## src/rtl/add_rs_dispatch_pkg.sv

```systemverilog
// Shared Tomasulo definitions for the add/sub reservation station: widths,
// opcodes, dispatcher state encodings and the per-entry record.
package tomasulo_defs;

  localparam int NUM_RS = 3;
  localparam int DW     = 8;
  localparam int TW     = 4;
  localparam int RW     = 3;
  localparam int RSW    = 3;

  localparam logic [3:0] FUNC_ADD = 4'b0000;
  localparam logic [3:0] FUNC_SUB = 4'b0001;

  localparam logic [1:0] IDLE     = 2'b00;
  localparam logic [1:0] DISPATCH = 2'b01;
  localparam logic [1:0] WAIT     = 2'b10;

  typedef struct packed {
    logic          busy;
    logic          disp;
    logic [3:0]    func;
    logic [TW-1:0] rd;
    logic [RW-1:0] rob;
    logic [TW-1:0] q1;
    logic [TW-1:0] q2;
    logic [DW-1:0] v1;
    logic [DW-1:0] v2;
    logic          r1;
    logic          r2;
  } rs_entry_t;

  // A broadcast only fills an operand that is still waiting on that tag.
  function automatic logic tag_hit(input logic          bc_valid,
                                   input logic          rdy,
                                   input logic [TW-1:0] q,
                                   input logic [TW-1:0] tag);
    return bc_valid && !rdy && (q == tag);
  endfunction

endpackage

```

## src/rtl/add_rs_dispatch_snoop.sv

```systemverilog
// One reservation-station entry: holds the issued op and captures missing
// operands from the result broadcast bus, including on the issue cycle itself.
module rs_entry_snoop
  import tomasulo_defs::*;
(
  input  logic          clk2,
  input  logic          rst,
  input  logic          i_alloc,
  input  logic          i_mark_disp,
  input  logic          i_free,
  input  logic [3:0]    i_func,
  input  logic [TW-1:0] i_rd,
  input  logic [RW-1:0] i_rob,
  input  logic [TW-1:0] i_q1,
  input  logic [TW-1:0] i_q2,
  input  logic [DW-1:0] i_v1,
  input  logic [DW-1:0] i_v2,
  input  logic          i_r1,
  input  logic          i_r2,
  input  logic          i_bc_valid,
  input  logic [TW-1:0] i_bc_tag,
  input  logic [DW-1:0] i_bc_data,
  output logic          o_busy,
  output logic          o_ready,
  output logic [3:0]    o_func,
  output logic [TW-1:0] o_rd,
  output logic [RW-1:0] o_rob,
  output logic [DW-1:0] o_v1,
  output logic [DW-1:0] o_v2
);

  rs_entry_t r_entry;
  rs_entry_t w_next;
  logic      w_iss_hit1;
  logic      w_iss_hit2;
  logic      w_snp_hit1;
  logic      w_snp_hit2;

  assign w_iss_hit1 = tag_hit(i_bc_valid, i_r1, i_q1, i_bc_tag);
  assign w_iss_hit2 = tag_hit(i_bc_valid, i_r2, i_q2, i_bc_tag);
  assign w_snp_hit1 = r_entry.busy && tag_hit(i_bc_valid, r_entry.r1, r_entry.q1, i_bc_tag);
  assign w_snp_hit2 = r_entry.busy && tag_hit(i_bc_valid, r_entry.r2, r_entry.q2, i_bc_tag);

  always_comb begin
    w_next = r_entry;
    if (i_alloc) begin
      w_next.busy = 1'b1;
      w_next.disp = 1'b0;
      w_next.func = i_func;
      w_next.rd   = i_rd;
      w_next.rob  = i_rob;
      w_next.q1   = i_q1;
      w_next.q2   = i_q2;
      w_next.r1   = i_r1 | w_iss_hit1;
      w_next.r2   = i_r2 | w_iss_hit2;
      w_next.v1   = w_iss_hit1 ? i_bc_data : i_v1;
      w_next.v2   = w_iss_hit2 ? i_bc_data : i_v2;
    end else begin
      if (i_free) begin
        w_next.busy = 1'b0;
        w_next.disp = 1'b0;
      end else if (i_mark_disp) begin
        w_next.disp = 1'b1;
      end else begin
        w_next.disp = r_entry.disp;
      end
      if (w_snp_hit1) begin
        w_next.r1 = 1'b1;
        w_next.v1 = i_bc_data;
      end else begin
        w_next.r1 = r_entry.r1;
      end
      if (w_snp_hit2) begin
        w_next.r2 = 1'b1;
        w_next.v2 = i_bc_data;
      end else begin
        w_next.r2 = r_entry.r2;
      end
    end
  end

  always_ff @(posedge clk2) begin
    if (rst) begin
      r_entry <= '0;
    end else begin
      r_entry <= w_next;
    end
  end

  assign o_busy  = r_entry.busy;
  assign o_ready = r_entry.busy && r_entry.r1 && r_entry.r2 && !r_entry.disp;
  assign o_func  = r_entry.func;
  assign o_rd    = r_entry.rd;
  assign o_rob   = r_entry.rob;
  assign o_v1    = r_entry.v1;
  assign o_v2    = r_entry.v2;

endmodule

```

## src/rtl/add_rs_dispatch.sv

```systemverilog
// Add/sub reservation station and dispatcher: issues into free entries, picks the
// lowest ready entry, strobes ex_b for one cycle and waits for ex_done.
module add_rs_dispatch
  import tomasulo_defs::*;
(
  input  logic           clk2,
  input  logic           rst,
  input  logic           iss_valid,
  output logic           iss_ready,
  input  logic [3:0]     iss_func,
  input  logic [TW-1:0]  iss_rd,
  input  logic [RW-1:0]  iss_rob,
  input  logic [TW-1:0]  iss_q1,
  input  logic [TW-1:0]  iss_q2,
  input  logic [DW-1:0]  iss_v1,
  input  logic [DW-1:0]  iss_v2,
  input  logic           iss_r1,
  input  logic           iss_r2,
  input  logic           bc_valid,
  input  logic [TW-1:0]  bc_tag,
  input  logic [DW-1:0]  bc_data,
  output logic           ex_b,
  output logic [RSW-1:0] rs_index,
  output logic [DW-1:0]  rs1_data,
  output logic [DW-1:0]  rs2_data,
  output logic [3:0]     func,
  output logic [TW-1:0]  rd,
  output logic [RW-1:0]  rob_ind,
  input  logic           ex_done,
  output logic [1:0]     rs_count
);

  localparam logic [1:0] RS_FULL = 2'(NUM_RS);

  logic [NUM_RS-1:0] w_busy;
  logic [NUM_RS-1:0] w_ready;
  logic [NUM_RS-1:0] w_alloc;
  logic [NUM_RS-1:0] w_mark;
  logic [NUM_RS-1:0] w_free;
  logic [3:0]        w_func [NUM_RS];
  logic [TW-1:0]     w_rd   [NUM_RS];
  logic [RW-1:0]     w_rob  [NUM_RS];
  logic [DW-1:0]     w_v1   [NUM_RS];
  logic [DW-1:0]     w_v2   [NUM_RS];

  logic [RSW-1:0] w_free_idx;
  logic [RSW-1:0] w_rdy_idx;
  logic           w_any_rdy;
  logic           w_issue;
  logic           w_done;
  logic [3:0]     w_sel_func;
  logic [TW-1:0]  w_sel_rd;
  logic [RW-1:0]  w_sel_rob;
  logic [DW-1:0]  w_sel_v1;
  logic [DW-1:0]  w_sel_v2;

  logic [1:0]     r_state;
  logic [1:0]     r_count;
  logic [RSW-1:0] r_sel;
  logic           r_ex_b;
  logic [RSW-1:0] r_rs_index;
  logic [DW-1:0]  r_rs1_data;
  logic [DW-1:0]  r_rs2_data;
  logic [3:0]     r_func;
  logic [TW-1:0]  r_rd;
  logic [RW-1:0]  r_rob_ind;

  // iss_ready uses the pre-edge count, so a slot freed by ex_done is not reusable that cycle.
  assign iss_ready = (r_count < RS_FULL);
  assign w_issue   = iss_valid && iss_ready;
  assign w_done    = (r_state == WAIT) && ex_done;

  always_comb begin
    w_free_idx = '0;
    w_rdy_idx  = '0;
    w_any_rdy  = 1'b0;
    for (int k = NUM_RS - 1; k >= 0; k--) begin
      if (!w_busy[k]) begin
        w_free_idx = RSW'(k);
      end else begin
        w_free_idx = w_free_idx;
      end
      if (w_ready[k]) begin
        w_rdy_idx = RSW'(k);
        w_any_rdy = 1'b1;
      end else begin
        w_rdy_idx = w_rdy_idx;
      end
    end
  end

  always_comb begin
    w_sel_func = w_func[0];
    w_sel_rd   = w_rd[0];
    w_sel_rob  = w_rob[0];
    w_sel_v1   = w_v1[0];
    w_sel_v2   = w_v2[0];
    for (int k = 1; k < NUM_RS; k++) begin
      if (w_rdy_idx == RSW'(k)) begin
        w_sel_func = w_func[k];
        w_sel_rd   = w_rd[k];
        w_sel_rob  = w_rob[k];
        w_sel_v1   = w_v1[k];
        w_sel_v2   = w_v2[k];
      end else begin
        w_sel_func = w_sel_func;
      end
    end
  end

  for (genvar g = 0; g < NUM_RS; g++) begin : g_rs
    assign w_alloc[g] = w_issue && (w_free_idx == RSW'(g));
    assign w_mark[g]  = (r_state == IDLE) && w_any_rdy && (w_rdy_idx == RSW'(g));
    assign w_free[g]  = w_done && (r_sel == RSW'(g));

    rs_entry_snoop u_entry (
      .clk2        (clk2),
      .rst         (rst),
      .i_alloc     (w_alloc[g]),
      .i_mark_disp (w_mark[g]),
      .i_free      (w_free[g]),
      .i_func      (iss_func),
      .i_rd        (iss_rd),
      .i_rob       (iss_rob),
      .i_q1        (iss_q1),
      .i_q2        (iss_q2),
      .i_v1        (iss_v1),
      .i_v2        (iss_v2),
      .i_r1        (iss_r1),
      .i_r2        (iss_r2),
      .i_bc_valid  (bc_valid),
      .i_bc_tag    (bc_tag),
      .i_bc_data   (bc_data),
      .o_busy      (w_busy[g]),
      .o_ready     (w_ready[g]),
      .o_func      (w_func[g]),
      .o_rd        (w_rd[g]),
      .o_rob       (w_rob[g]),
      .o_v1        (w_v1[g]),
      .o_v2        (w_v2[g])
    );
  end

  // The output latch happens on the IDLE->DISPATCH edge so ex_b is high exactly while in DISPATCH.
  always_ff @(posedge clk2) begin
    if (rst) begin
      r_state    <= IDLE;
      r_sel      <= '0;
      r_ex_b     <= 1'b0;
      r_rs_index <= '0;
      r_rs1_data <= '0;
      r_rs2_data <= '0;
      r_func     <= '0;
      r_rd       <= '0;
      r_rob_ind  <= '0;
    end else begin
      case (r_state)
        IDLE: begin
          if (w_any_rdy) begin
            r_state    <= DISPATCH;
            r_sel      <= w_rdy_idx;
            r_ex_b     <= 1'b1;
            r_rs_index <= w_rdy_idx;
            r_rs1_data <= w_sel_v1;
            r_rs2_data <= w_sel_v2;
            r_func     <= w_sel_func;
            r_rd       <= w_sel_rd;
            r_rob_ind  <= w_sel_rob;
          end else begin
            r_ex_b <= 1'b0;
          end
        end
        DISPATCH: begin
          r_ex_b  <= 1'b0;
          r_state <= WAIT;
        end
        WAIT: begin
          r_ex_b <= 1'b0;
          if (ex_done) begin
            r_state <= IDLE;
          end else begin
            r_state <= WAIT;
          end
        end
        default: begin
          r_ex_b  <= 1'b0;
          r_state <= IDLE;
        end
      endcase
    end
  end

  always_ff @(posedge clk2) begin
    if (rst) begin
      r_count <= 2'd0;
    end else begin
      case ({w_issue, w_done})
        2'b10:   r_count <= r_count + 2'd1;
        2'b01:   r_count <= r_count - 2'd1;
        default: r_count <= r_count;
      endcase
    end
  end

  assign ex_b     = r_ex_b;
  assign rs_index = r_rs_index;
  assign rs1_data = r_rs1_data;
  assign rs2_data = r_rs2_data;
  assign func     = r_func;
  assign rd       = r_rd;
  assign rob_ind  = r_rob_ind;
  assign rs_count = r_count;

endmodule
```

## config.mk

```make
export PLATFORM = sky130hd
export DESIGN_NAME = add_rs_dispatch
export DESIGN_NICKNAME = d
export VERILOG_FILES = /design/src/rtl/add_rs_dispatch_pkg.sv /design/src/rtl/add_rs_dispatch_snoop.sv /design/src/rtl/add_rs_dispatch.sv
export SDC_FILE = /design/constraint.sdc
export NUM_CORES = 1
export LEC_CHECK = 0
export ABC_AREA = 1
export ABC_CLOCK_PERIOD_IN_PS = 1300
export BUFFER_PORTS_ARGS = -buffer_cell sky130_fd_sc_hd__buf_2
export CAP_MARGIN = 30
export CELL_PAD_IN_SITES_DETAIL_PLACEMENT = 1
export CELL_PAD_IN_SITES_GLOBAL_PLACEMENT = 2
export CORE_MARGIN = 2
export CORE_UTILIZATION = 29
export CTS_BUF_LIST = sky130_fd_sc_hd__clkbuf_16
export DETAILED_ROUTE_END_ITERATION = 6
export PLACE_DENSITY = 0.82
export SLEW_MARGIN = 40
export SYNTH_ARGS = -nofsm -noshare
export SYNTH_HDL_FRONTEND = slang
export SYNTH_SLANG_ARGS = --single-unit
```

## constraint.sdc

```tcl
create_clock -name clk2 -period 1.3 [get_ports clk2]
set_clock_uncertainty 0.05 [all_clocks]
set_input_delay 0.13 -clock clk2 [delete_from_list [all_inputs] [get_ports clk2]]
set_output_delay 0.13 -clock clk2 [all_outputs]
set_load 0.005 [all_outputs]
```

After elaboration in Yosys (flattened, before gate mapping)

Index checks and enable logic that the tools add are counted.

Register bits: 152
Input port bits: 54
Output and inout port bits: 34

$add $sub $neg: 2
Magnitude comparators: 1
Eq/ne operators: 19
Multiplexer cells: 53
Bitwise gates (word level): 3
Reduce and logical (&&, ||, !) cells: 73

Operators with widths:

| kind                  | count |
|---|---|
| $mux W8               | 12 |
| $mux W18              | 3 |
| $logic_and A1 B1 Y1   | 43 |
| $eq A4 B4 Y1          | 8 |
| $reduce_bool A2 Y1    | 10 |
| $mux W1               | 19 |
| $mux W3               | 6 |
| $mux W4               | 4 |
| $mux W2               | 7 |
| $logic_not A1 Y1      | 11 |
| $eq A3 B1 Y1 const B  | 3 |
| $eq A3 B2 Y1 const B  | 3 |
| $logic_not A3 Y1      | 3 |
| $reduce_or A3 Y1      | 3 |
| $pmux W2 S3           | 1 |
| $eq A2 B1 Y1 const B  | 2 |
| $eq A2 B2 Y1 const B  | 2 |
| $pmux W2 S2           | 1 |
| $add A2 B1 Y2 const B | 1 |
| $logic_not A2 Y1      | 1 |
| $lt A2 B2 Y1 const B  | 1 |
| $ne A2 B2 Y1 const B  | 1 |
| $or A1 B1 Y1          | 2 |
| $reduce_and A2 Y1     | 1 |
| other kinds (3)       | 3 |

Longest topological paths before layout

Depth after elaboration: 11
Gate-level depth with buffers: 11
Depth with buffers taken out: 10

Cells and area by module

Synthesis repeated with hierarchy kept, for this count alone.

Cell total of the unflattened synthesis: 1431
Area total of the unflattened synthesis: 8906.0 um2

Modules (own cells, without submodules):

| module          | instances | cells each | area an instance (um2) |
|---|---|---|---|
| rs_entry_snoop  | 3         | 334        | 2140.8 |
| add_rs_dispatch | 1         | 429        | 2483.6 |

Worst setup path before layout

OpenSTA, ideal clock, no wires.

Path kind: flip-flop to flip-flop
Start point: register r_count[0] (netlist: rs_count[0])
End point: register g_rs[0].u_entry.r_entry (netlist bit g_rs[0].u_entry.o_busy)
Setup time: 0.132 ns
Data arrival time: 1.244 ns
Data required time: 1.118 ns
Setup slack: -0.126 ns
Cell stages (with the launch flop): 8
Period minus slack after synthesis: 1.426 ns
Path through: dfxtp_1 nand2_1 nand2_4 nor2_2 inv_2 buf_2 buf_2 a21oi_1

Word-level cells in the longest chain between the ends: 4
Elaborated cells on any way between the ends: 5
Classes of those cells: order compare (1); mux (1); reduce/logical (3)

Ends and longest elaborated chain:

| element                                       | line                        | source |
|---|---|---|
| start, declared                               | add_rs_dispatch.sv:58       | `logic [1:0] r_count;` |
| start signal, assigned                        | add_rs_dispatch.sv:198      | `2'b10: r_count <= r_count + 2'd1;` |
| start signal, assigned                        | add_rs_dispatch.sv:199      | `2'b01: r_count <= r_count - 2'd1;` |
| start signal, assigned                        | add_rs_dispatch.sv:200      | `default: r_count <= r_count;` |
| $lt A2 B2 Y1 (*)                              | add_rs_dispatch.sv:69       | `assign iss_ready = (r_count < RS_FULL);` |
| net iss_ready                                 | add_rs_dispatch.sv:9        | `output logic iss_ready,` |
| $logic_and A1 B1 Y1 (*)                       | add_rs_dispatch.sv:70       | `assign w_issue = iss_valid && iss_ready;` |
| $logic_and A1 B1 Y1 (*)                       | add_rs_dispatch.sv:112      | `assign w_alloc[g] = w_issue && (w_free_idx == RSW'(g));` |
| $mux W2 or $reduce_bool A2 Y1 (tied branches) | --                          |  |
| end signal, assigned                          | add_rs_dispatch_snoop.sv:86 | `r_entry <= w_next;` |
| end, declared                                 | add_rs_dispatch_snoop.sv:32 | `rs_entry_t r_entry;` |

The timed path passes the listed nets; every way through them passes the cells marked *.
A chain may end at the register's enable or synchronous reset.

Worst setup path in the final report

Start point: register g_rs[0].u_entry.r_entry (netlist bit g_rs[0].u_entry.o_busy)
End point: register r_rs1_data[7] (netlist: rs1_data[7])

Word-level cells in the longest chain between the ends: 7
Elaborated cells on any way between the ends: 10
Classes of those cells: eq/ne (2); mux (4); reduce/logical (4)

Ends and longest elaborated chain:

| element                              | line                        | source |
|---|---|---|
| $logic_and A1 B1 Y1 (*) (3 in a row) | add_rs_dispatch_snoop.sv:91 | `assign o_ready = r_entry.busy && r_entry.r1 && r_entry.r2 && !r_entry.disp;` |
| $mux W3                              | add_rs_dispatch.sv:83       | `if (w_ready[k]) begin` |
| $eq A3 B1 Y1                         | add_rs_dispatch.sv:99       | `if (w_rdy_idx == RSW'(k)) begin` |
| $mux W8 (2 in a row)                 | add_rs_dispatch.sv:99       |  |
| end signal, assigned                 | add_rs_dispatch.sv:164      | `r_rs1_data <= w_sel_v1;` |
| end, declared                        | add_rs_dispatch.sv:62       | `logic [DW-1:0] r_rs1_data;` |

Every way passes the cells marked *; elsewhere a longest branch is shown, timed or not.

==> results.toml <==
[finish]
area_delta_synth_final_pct = 48.9
diodes = 0
multi_input_area_um2 = 4730
final_cell_count_no_fill = 1746
finish.utilization_pct = 44.1
regArea_um2 = 3040
nFillCells = 3272
finalNetCount = 1447
final_layout_size_suffix_gt1_share_pct = 35.0

[timing]
worst_slack_ns = -0.314
hold_violations = 0
clock.fmax_mhz = 619
fin_crit_sh_pct = 124
finalSetupViolations = 150
slew_viol_final = 0
rsz0062_at_grt = "yes"
whs_ns = 0.0340
finalCriticalPeriod_ns = 1.61

[clocking]
cts.sinks = 151
insertion_delay_ns = 0.44
clkTransAtPathRegs_ns = 0.07
cts_buffers = 17
cts_tree = "done"
clk_path_buf_depth = 2
cts_root_buffer = "clkbuf_16"
htreeDepth = 4

[placement]
dp_hpwl_mm = 21.9
port_buffers = 86
place.gp.congestion = 0.944
post-place-cells = 1659

[synth]
yosys.area.top_type = "dfxtp_1"
synth_cells = 1196
syn_area_um2 = 7980
syn_area_per_cell_um2 = 6.67
synthTopCellsByArea = "dfxtp_1 (38%), nand2_1 (10%), nand3_1 (8.6%)"
synth-seq-cells = 151
yosysSeqAreaShare_pct = 37.9
yosysWarnings = 0
syn_nets = 1251
synth.distinct_cells = 38
synth_top_area_share_pct = 37.9

[floorplan]
core_um2 = 27000
dieArea_um2 = 28900
fp-row-count = 60
io_pins = 88
initial_core_util_pct = 29.6
fp.dieH_um = 170
die_x_um = 170

[worst_setup_path]
slowest_delay_ns = 0.39
cp-end-kind = "register"
slowest_stage = "dfxtp_4"
path_cells = "nand4_1 -> nand3b_1 -> buf_6 -> buf_12 -> o211ai_1 -> a21oi_1"
cp-start-kind = "register"
rr_worst_depth = 6
crit_arrival_ns = 1.93
path_max_fanout = 6
cp_data_required_time_ns = 1.61
crit_type = "reg2reg"

[routing]
post_drt_wl_per_cell_um = 18.9
viasPerCell = 5.05
drtIter0Drc = 558
ant_nets = 0
firstDrtPassIters = 4
drt-total-wl_mm = 32.9
vias = 8814
drc = 0

[power_and_ir_drop]
power.density_nw_per_um2 = 1050
p_leak_uw = 0.00527
ir_worst_vdd_mv = 0.838

[global_route]
antenna_found_initial = 0
grt_pass1_wl_mm = 50.3
grt_start_max_net_pins = 45
grt_pass1_vias = 8939
overflow = 0
grt.total_usage_pct = 22.6

[outcome]
violations = "negative setup slack"
outcome = "finished with violations"

[hold_path]
hp-class = "in2reg"
hold_path_depth = 5

[run]
drv_cap = 0
## routing by layer
metal | part of all wire (%) | global-route usage (%) | vias up | wire, µm
met1 | 47 | 30.9 | 4288 | 15600
met5 | 0 | 0 | - | 0
li1 | - | - | 4285 | -
met3 | 3.4 | 3.21 | 35 | 1120
met2 | 48 | 37.0 | 206 | 15700
met4 | 1.8 | 6.54 | 0 | 580
## path summary, 6_finish.rpt
path / slack [ns] / from / end
worst max-delay path: -0.31 / g_rs[0].u_entry.o_busy / rs1_data[7]
worst min-delay path: 0.03 / iss_v1[3] / g_rs[2].u_entry.o_v1[3]
worst max register to register: -0.31 / g_rs[0].u_entry.o_busy / rs1_data[7]
worst min register to register: 0.40 / g_rs[1].u_entry.r_entry[37] / g_rs[1].u_entry.r_entry[37]
## Yosys cell counts, drive strengths merged
cell type / number
ha: 1
nand2: 239
a21oi: 113
xnor2: 5
conb: 1
nand3b: 1
nor3: 2
nor2: 160
nand2b: 1
or2: 2
buf: 46
nor3b: 1
o211ai: 27
nand4: 28
clkbuf: 18
and3: 1
dfxtp: 151
nand3: 143
inv: 147
xor2: 1
o21ai: 91
clkinv: 16
and2: 1
## registers in the layout, indices dropped and copies added, names as in the netlist
signal	flops
rs_count	2
g_rs.u_entry.o_rd	12
g_rs.u_entry.o_busy	3
func	4
r_state	2
g_rs.u_entry.o_func	12
g_rs.u_entry.o_v2	24
rs_index	2
g_rs.u_entry.r_entry	33
rs1_data	8
g_rs.u_entry.o_rob	9
ex_b	1
rd	4
rob_ind	3
rs2_data	8
g_rs.u_entry.o_v1	24
## power by group
group | internal [µW] | total (µW) | switching (µW)
clock network | 2950 | 5130 | 2180
logic | 997 | 2350 | 1350
registers | 4840 | 4970 | 129
## layout make-up
class / count / share of cell area [%]
clock buffers: 18 / 3.79
well taps: 341 / 3.59
repair buffers: 238 / 20.6
clock inverters: 14 / 1.22
repair inverters: 1 / 0.0316
multi-input cells: 820 / 39.8
flip-flops and latches: 151 / 25.6
inverters: 163 / 5.41
## logic make-up after synthesis
family          count (synthesis)  synth area share [%]
xor+xnor                        6                 0.941
flops                         151                  37.9
other cells                     1                0.0470
compound gates                231                  15.3
fa+ha+maj                       1                 0.157
buf+inv                       227                  12.2
simple gates                  579                  33.4
## timing repair
| item | CTS | global route |
|---|---|---|
| hold endpoints to repair | 35 | 0 |
| pin swaps | 77 | 34 |
| buffers inserted | 19 | 4 |
| setup endpoints to repair | 146 | 152 |
| cloned | 12 | 7 |
| gates resized for setup | 217 | 54 |
| hold buffers | 13 | 0 |
## placed cells by master (no fill, tap or decap), types with 11 or more instances in the layout
| master | n |
|---|---|
| clkinv_1 | 15 |
| nor2_1 | 96 |
| a21oi_2 | 26 |
| nor2_4 | 23 |
| o211ai_1 | 27 |
| nand4_1 | 28 |
| o21ai_2 | 22 |
| nand3_1 | 100 |
| dlygate4sd3_1 | 13 |
| nand2_2 | 38 |
| nand2_1 | 199 |
| nand3_2 | 34 |
| inv_2 | 11 |
| nor2_2 | 39 |
| clkbuf_16 | 25 |
| buf_6 | 22 |
| o21ai_1 | 44 |
| o21ai_0 | 25 |
| buf_12 | 34 |
| dfxtp_1 | 140 |
| inv_1 | 131 |
| a21oi_1 | 87 |
| buf_2 | 86 |
| buf_4 | 62 |
## stage by stage
step	TNS (ns)	power (µW)	instance area (µm²)	setup WS (ns)
after floorplan	-0.884	6070	8130	-0.0243
after global placement	-18.36	6840	9640	-0.279
after detailed placement	-21.50	6880	9640	-0.289
after CTS	-18.62	12400	11500	-0.215
after global routing	-41.24	12900	11900	-0.395
final	-30.65	12400	11900	-0.314
## critical path: cells and delay by family, from the launching register on
family          cells  cell delay, ns
compound gates      2            0.33
simple gates        2            0.39
flops               1            0.39
buf+inv             2            0.38
No activity file was read; power rests on OpenSTA's default activity.
